**src/rtl/imem_loader_pkg.sv**
```systemverilog
// Shared definitions for the instruction-memory loader: state encoding and byte-packing geometry.
package imem_loader_pkg;

  localparam int BYTES_PER_WORD = 4;
  localparam int BIDX_W         = $clog2(BYTES_PER_WORD);

  localparam logic [2:0] ENC_IDLE  = 3'd0;
  localparam logic [2:0] ENC_LOAD  = 3'd1;
  localparam logic [2:0] ENC_WRITE = 3'd2;
  localparam logic [2:0] ENC_CHECK = 3'd3;
  localparam logic [2:0] ENC_DONE  = 3'd4;
  localparam logic [2:0] ENC_ERROR = 3'd5;

  typedef enum logic [2:0] {
    ST_IDLE  = ENC_IDLE,
    ST_LOAD  = ENC_LOAD,
    ST_WRITE = ENC_WRITE,
    ST_CHECK = ENC_CHECK,
    ST_DONE  = ENC_DONE,
    ST_ERROR = ENC_ERROR
  } state_e;

endpackage

```
**src/rtl/imem_loader_byte_packer.sv**
```systemverilog
// Little-endian byte packer: the k-th accepted byte lands in bits [8k+7:8k]; word_ready
// pulses combinationally in the cycle the final byte of a word is accepted.
module byte_packer
  import imem_loader_pkg::*;
(
  input  logic        clk,
  input  logic        rst,
  input  logic        clear,
  input  logic        accept,
  input  logic [7:0]  byte_in,
  output logic [31:0] word,
  output logic        word_ready
);

  logic [BIDX_W-1:0] idx_q, idx_d;
  logic [31:0]       word_q, word_d;

  // Byte index advance and byte insertion into the word register.
  always_comb begin
    idx_d  = idx_q;
    word_d = word_q;
    if (clear) begin
      idx_d  = '0;
      word_d = '0;
    end else if (accept) begin
      idx_d                       = idx_q + BIDX_W'(1);
      word_d[{idx_q, 3'b000} +: 8] = byte_in;
    end else begin
      idx_d  = idx_q;
    end
  end

  // Packer state register.
  always_ff @(posedge clk) begin
    if (rst) begin
      idx_q  <= '0;
      word_q <= '0;
    end else begin
      idx_q  <= idx_d;
      word_q <= word_d;
    end
  end

  assign word       = word_q;
  assign word_ready = accept && (idx_q == BIDX_W'(BYTES_PER_WORD - 1));

endmodule

```
**src/rtl/imem_loader.sv**
```systemverilog
// Boot-time instruction-RAM loader: streams bytes into sequential words and holds the core in
// reset until the requested word count is written. Define LOADER_CHECKSUM_EN for a trailing checksum byte.
module imem_loader
  import imem_loader_pkg::*;
#(
  parameter int ADDR_W = 5,
  parameter int DEPTH  = 32,
  parameter int WORD_W = 32
) (
  input  logic              clk,
  input  logic              rst,
  input  logic              start,
  input  logic [ADDR_W:0]   num_words,
  input  logic              byte_valid,
  input  logic [7:0]        byte_data,
  output logic              byte_ready,
  output logic              mem_we,
  output logic [ADDR_W-1:0] mem_addr,
  output logic [WORD_W-1:0] mem_wdata,
  output logic              core_rst,
  output logic              busy,
  output logic              done,
  output logic              err,
  output logic [ADDR_W:0]   words_loaded
);

  localparam logic [ADDR_W:0] DEPTH_C = (ADDR_W+1)'(DEPTH);
  localparam logic [ADDR_W:0] ONE_C   = (ADDR_W+1)'(1);
`ifdef LOADER_CHECKSUM_EN
  localparam state_e END_ST = ST_CHECK;
`else
  localparam state_e END_ST = ST_DONE;
`endif

  state_e            state_q, state_d;
  logic [ADDR_W:0]   count_q, count_d, words_q, words_d, clamp_s;
  logic [ADDR_W-1:0] addr_q, addr_d;
  logic              byte_ready_q, byte_ready_d, mem_we_q, mem_we_d;
  logic              core_rst_q, core_rst_d, busy_q, busy_d, done_q, done_d;
  logic              accept, pk_accept, pk_clear, pk_word_ready, can_start;
  logic [31:0]       pk_word;
`ifdef LOADER_CHECKSUM_EN
  logic [7:0]        sum_q, sum_d;
  logic              err_q, err_d;
`endif

  byte_packer u_packer (
    .clk        (clk),
    .rst        (rst),
    .clear      (pk_clear),
    .accept     (pk_accept),
    .byte_in    (byte_data),
    .word       (pk_word),
    .word_ready (pk_word_ready)
  );

  // Next-state, address/count updates and registered-output decode.
  always_comb begin
    state_d   = state_q;
    count_d   = count_q;
    words_d   = words_q;
    addr_d    = addr_q;
    pk_clear  = 1'b0;
    accept    = byte_ready_q && byte_valid;
    pk_accept = accept && (state_q == ST_LOAD);
    clamp_s   = (num_words > DEPTH_C) ? DEPTH_C : num_words;
    can_start = (state_q == ST_IDLE) || (state_q == ST_DONE);
`ifdef LOADER_CHECKSUM_EN
    can_start = can_start || (state_q == ST_ERROR);
    if (pk_accept) sum_d = sum_q + byte_data;
    else           sum_d = sum_q;
`endif
    if (can_start) begin
      if (start) begin
        count_d  = clamp_s;
        words_d  = '0;
        addr_d   = '0;
        pk_clear = 1'b1;
`ifdef LOADER_CHECKSUM_EN
        sum_d    = 8'h00;
`endif
        state_d  = (clamp_s == '0) ? END_ST : ST_LOAD;
      end else begin
        state_d  = state_q;
      end
    end else begin
      case (state_q)
        ST_LOAD:  state_d = pk_word_ready ? ST_WRITE : ST_LOAD;
        ST_WRITE: begin
          addr_d  = addr_q + ADDR_W'(1);
          words_d = words_q + ONE_C;
          state_d = (words_d == count_q) ? END_ST : ST_LOAD;
        end
`ifdef LOADER_CHECKSUM_EN
        ST_CHECK: begin
          if (accept) state_d = (byte_data == sum_q) ? ST_DONE : ST_ERROR;
          else        state_d = ST_CHECK;
        end
`endif
        default:  state_d = ST_IDLE;
      endcase
    end
    byte_ready_d = (state_d == ST_LOAD) || (state_d == ST_CHECK);
    busy_d       = (state_d == ST_LOAD) || (state_d == ST_WRITE) || (state_d == ST_CHECK);
    mem_we_d     = (state_d == ST_WRITE);
    done_d       = (state_d == ST_DONE);
    core_rst_d   = (state_d != ST_DONE);
`ifdef LOADER_CHECKSUM_EN
    err_d        = (state_d == ST_ERROR);
`endif
  end

  // Control state and registered outputs.
  always_ff @(posedge clk) begin
    if (rst) begin
      state_q      <= ST_IDLE;
      count_q      <= '0;
      words_q      <= '0;
      addr_q       <= '0;
      byte_ready_q <= 1'b0;
      mem_we_q     <= 1'b0;
      core_rst_q   <= 1'b1;
      busy_q       <= 1'b0;
      done_q       <= 1'b0;
`ifdef LOADER_CHECKSUM_EN
      sum_q        <= 8'h00;
      err_q        <= 1'b0;
`endif
    end else begin
      state_q      <= state_d;
      count_q      <= count_d;
      words_q      <= words_d;
      addr_q       <= addr_d;
      byte_ready_q <= byte_ready_d;
      mem_we_q     <= mem_we_d;
      core_rst_q   <= core_rst_d;
      busy_q       <= busy_d;
      done_q       <= done_d;
`ifdef LOADER_CHECKSUM_EN
      sum_q        <= sum_d;
      err_q        <= err_d;
`endif
    end
  end

  assign byte_ready   = byte_ready_q;
  assign mem_we       = mem_we_q;
  assign mem_addr     = addr_q;
  assign mem_wdata    = pk_word;
  assign core_rst     = core_rst_q;
  assign busy         = busy_q;
  assign done         = done_q;
  assign words_loaded = words_q;
`ifdef LOADER_CHECKSUM_EN
  assign err          = err_q;
`else
  assign err          = 1'b0;
`endif

endmodule

```
**config.mk**
```make
export PLATFORM = sky130hd
export DESIGN_NAME = imem_loader
export DESIGN_NICKNAME = d
export VERILOG_FILES = /design/src/rtl/imem_loader_pkg.sv /design/src/rtl/imem_loader_byte_packer.sv /design/src/rtl/imem_loader.sv
export SDC_FILE = /design/constraint.sdc
export NUM_CORES = 1
export LEC_CHECK = 0
export CAP_MARGIN = 0
export CORE_ASPECT_RATIO = 0.8
export CORE_MARGIN = 8
export CORE_UTILIZATION = 52
export CTS_CLUSTER_DIAMETER = 40
export DETAILED_ROUTE_END_ITERATION = 7
export GPL_TIMING_DRIVEN = 0
export HOLD_SLACK_MARGIN = 0.06
export PLACE_DENSITY = 0.89
export SYNTH_ARGS = -nofsm -noshare
export SYNTH_HDL_FRONTEND = slang
export SYNTH_SLANG_ARGS = --single-unit
```
**constraint.sdc**
```tcl
create_clock -name clk -period 3 [get_ports clk]
set_clock_uncertainty 0.15 [all_clocks]
set_input_delay 0.6 -clock clk [delete_from_list [all_inputs] [get_ports clk]]
set_output_delay 0.6 -clock clk [all_outputs]
set_load 0.1 [all_outputs]
```
==> impl_metrics.json, run 1 <==
{
  "layout_setup_ws_ns": 0.186,
  "slew_violations": 0,
  "internal-power_mw": 1.53,
  "synth_commonest_cells": "59 x dfxtp_1, 50 x nand2_1, 43 x a21oi_1",
  "synth_cell_types": 40,
  "critical_path_class": "reg -> out",
  "drcViolationCount": 0,
  "rsz0062_at_grt": "false",
  "cp_max_fo": 8,
  "ys_warn_count": 0,
  "antenna_left": 0,
  "synth.most_common_cell": "dfxtp_1",
  "routedWlPerCell_microns": 15.9,
  "cts_resized": 0,
  "num_antenna_cells": 0,
  "r2r-start": "u_packer.idx_q[0]$_SDFFE_PP0P_",
  "core_area_sq_um": 4920,
  "critical_path_arrival_ns": 2.06,
  "clock_path_buffers": 2,
  "grt_pass1_wl_mm": 11.5,
  "synth-seq-cells": 59,
  "fp.dieArea_sq_um": 7520,
  "crit_path_start_kind": "register",
  "antenna_found_initial": 0,
  "p_comb_share_pct": 7.6,
  "cts_htree_levels": 3,
  "min_period_ns": 2.81,
  "first_pass_iters": 4,
  "numCtsBuffers": 9,
  "synthFlopType": "dfxtp_1",
  "boundaryPins": 67,
  "die_w_microns": 95,
  "yosysSeqAreaShare_pct": 45.5,
  "cts_setup_buffers": 0,
  "clockPowerShare_pct": 51.2,
  "first_iter_violations": 147,
  "setup_viol": 0,
  "vias_per_cell": 5.55,
  "timing.setup.tns_ns": 0,
  "place_congestion": 0.802,
  "wl_mm": 7.18,
  "ir_worst_vdd_v": 0.000357,
  "fillers": 362,
  "place_ws_ns": 0.306,
  "clock-sinks": 59,
  "grt_pass1_vias": 2414,
  "syn_to_final_growth_pct": 38.7,
  "die_h_microns": 79.2,
  "maxCapViolations": 0,
  "cts_tree": "yes",
  "cts-root-buf": "clkbuf_8",
  "critical-path-top-delay-family": "buffers and inverters",
  "slowest_delay_ns": 1.22,
  "hold_violations": 0,
  "dpl.hpwl_mm": 5.13,
  "fmax_mhz": 355,
  "numPortBuffers": 65,
  "power_density_nw_per_um2": 538,
  "synth_area_leaders": "dfxtp_1 45%, a21oi_1 8.3%, nand2_1 7.2%, nand3_1 6.7%, ha_1 3.4%",
  "syn_inst": 307,
  "synth_top_area_cell": "dfxtp_1",
  "cp-end-kind": "output pin",
  "vias": 2496,
  "cts.hold.buffers_added": 0,
  "reg2reg_setup_slack_ns": 0.63,
  "regToRegEndpoint": "u_packer.word[7]$_SDFFE_PP0P_",
  "syn_area_per_cell_sq_um": 8.46,
  "yosysTopAreaCellShare_pct": 45.5,
  "crit_chain": "clkdlybuf4s50_1",
  "finalCritPeriodShare_pct": 93.8,
  "drive_above_1_share_pct": 8.51,
  "clk_pin_slew_ns": 0.07,
  "seq_power_share_pct": 41.2,
  "switching_power_uw": 412,
  "cp.required_ns": 2.25,
  "slowest_stage": "clkdlybuf4s50_1",
  "final_nets": 408,
  "p_sw_share_pct": 21.2,
  "async_flop_share_pct": 0,
  "clk_latency_ns": 0.35,
  "synth_area_sq_um": 2600,
  "cp_num_buf_inv": 1,
  "synth_edf_count": 0,
  "grt_usage_pct": 19.4,
  "rows": 23,
  "grt_max_degree": 11,
  "whs_path_depth": 2,
  "min_to": "u_packer.word[22]$_SDFFE_PP0P_",
  "r2r_cells": 5,
  "cellLeakagePower_nw": 1.25,
  "hold_path_startpoint": "u_packer.word[22]$_SDFFE_PP0P_",
  "slew_headroom_pct": 32.7,
  "status": "finished clean",
  "initial_core_util_pct": 52.8,
  "overflow": 0,
  "worst_slew_pin_slew_ns": 1.01,
  "hp-class": "reg -> reg",
  "synth_fp_nets": 332
}
==> worst max path at each step <==
| stage | startpoint | end | cells past startpoint |
|---|---|---|---|
| 3_3_place_gp | start | u_packer.word[30]$_SDFFE_PP0P_ | 7 |
| 2_1_floorplan | words_loaded[0]$_SDFFE_PP0P_ | byte_ready$_SDFF_PP0_ | 5 |
| 6_report | words_loaded[3]$_SDFFE_PP0P_ | words_loaded[3] | 1 |
| 3_5_place_dp | start | words_loaded[3]$_SDFFE_PP0P_ | 5 |
| 5_1_grt | words_loaded[3]$_SDFFE_PP0P_ | words_loaded[3] | 1 |
| 4_1_cts | words_loaded[3]$_SDFFE_PP0P_ | words_loaded[3] | 1 |
==> layer usage <==
layer	global-route usage (%)	part of all wire, %	vias to the layer above	wire [microns]
li1	-	-	1211	-
met1	23.7	43	1194	3100
met2	31.4	48	78	3460
met3	4.90	6.8	13	490
met4	8.86	1.7	0	125
met5	0	0	-	0
==> area by class of cell <==
| class | instances | area, sq um | share of cell area (%) |
|---|---|---|---|
| multi-input combinational | 227 | 1300 | 36.1 |
| sequential | 59 | 1180 | 32.8 |
| timing repair buffer | 65 | 651 | 18.1 |
| clock buffer | 12 | 155 | 4.31 |
| clock inverter | 4 | 120 | 3.34 |
| buffer | 16 | 97.6 | 2.71 |
| tap | 62 | 77.6 | 2.16 |
| inverter | 5 | 18.8 | 0.521 |
==> stage by stage <==
step	power [mW]	instance area [sq um]	hold WS (ns)	utilization (%)	cells
CTS	1.95	3600	0.302	73.2	450
floorplan	0.902	2600	0.293	-	307
global route	2.00	3600	0.320	73.2	450
finish	1.94	3600	0.300	73.2	450
global placement	0.955	3320	0.289	67.6	434
detailed placement	0.959	3320	0.292	67.6	434
==> power groups by stage <==
stage / clock network (mW) / registers (mW) / logic, mW
CTS: 1.00 / 0.797 / 0.146
detailed placement: 0 / 0.815 / 0.144
finish: 0.992 / 0.797 / 0.148
floorplan: 0 / 0.837 / 0.0650
global route: 1.04 / 0.798 / 0.156
global placement: 0 / 0.814 / 0.141
==> placed cells by master (no fill, tap or decap), drive strengths merged, types with 2 or more instances in the layout <==
| cell type | netlist | layout |
|---|---|---|
| a21o | 2 | 2 |
| a21oi | 43 | 43 |
| a22oi | 4 | 4 |
| a31oi | 2 | 2 |
| a41oi | 2 | 2 |
| and2 | 4 | 4 |
| buf | 12 | 12 |
| bufinv | 0 | 4 |
| clkbuf | 4 | 16 |
| clkdlybuf4s50 | 0 | 65 |
| dfxtp | 59 | 59 |
| ha | 7 | 7 |
| inv | 5 | 5 |
| mux2i | 2 | 2 |
| nand2 | 50 | 50 |
| nand3 | 36 | 36 |
| nand3b | 5 | 5 |
| nand4 | 2 | 2 |
| nor2 | 19 | 19 |
| nor2b | 3 | 3 |
| nor3 | 2 | 2 |
| nor3b | 6 | 6 |
| o21ai | 8 | 8 |
| o22ai | 2 | 2 |
| or2 | 2 | 2 |
| or3 | 5 | 5 |
| or3b | 2 | 2 |
| xnor2 | 6 | 6 |
| xor2 | 6 | 6 |
==> state kept, by name (all words and copies together), names as in the netlist <==
name	count
busy	1
byte_ready	1
core_rst	1
count_q	6
done	1
mem_addr	5
mem_we	1
state_q	3
u_packer.idx_q	2
u_packer.word	32
words_loaded	6
==> logic make-up (layout without fill, tap and decap cells) <==
logic type               count (synthesis)  after routing  share of synthesized area (%)
AO/OA/AOI/OAI                           66             66                           14.9
XOR/XNOR                                12             12                           4.05
adder cells (fa/ha/maj)                  7              7                           3.37
buffers and inverters                   21            102                           4.48
flip-flops                              59             59                           45.5
multiplexers                             2              2                          0.771
other                                    1              1                          0.144
AND/OR/NAND/NOR                        139            139                           26.8
No activity file was read; power rests on OpenSTA's default activity.
==> inputs of run 2 (changes only) <==
--- a/config.mk
+++ b/config.mk
@@ -5,7 +5,7 @@
 export SDC_FILE = /design/constraint.sdc
 export NUM_CORES = 1
 export LEC_CHECK = 0
-export CAP_MARGIN = 0
+export CAP_MARGIN = 20
 export CORE_ASPECT_RATIO = 0.8
 export CORE_MARGIN = 8
 export CORE_UTILIZATION = 52
==> results of run 2 <==
No change in the layout: final DEF, timing and power equal those of run 1.
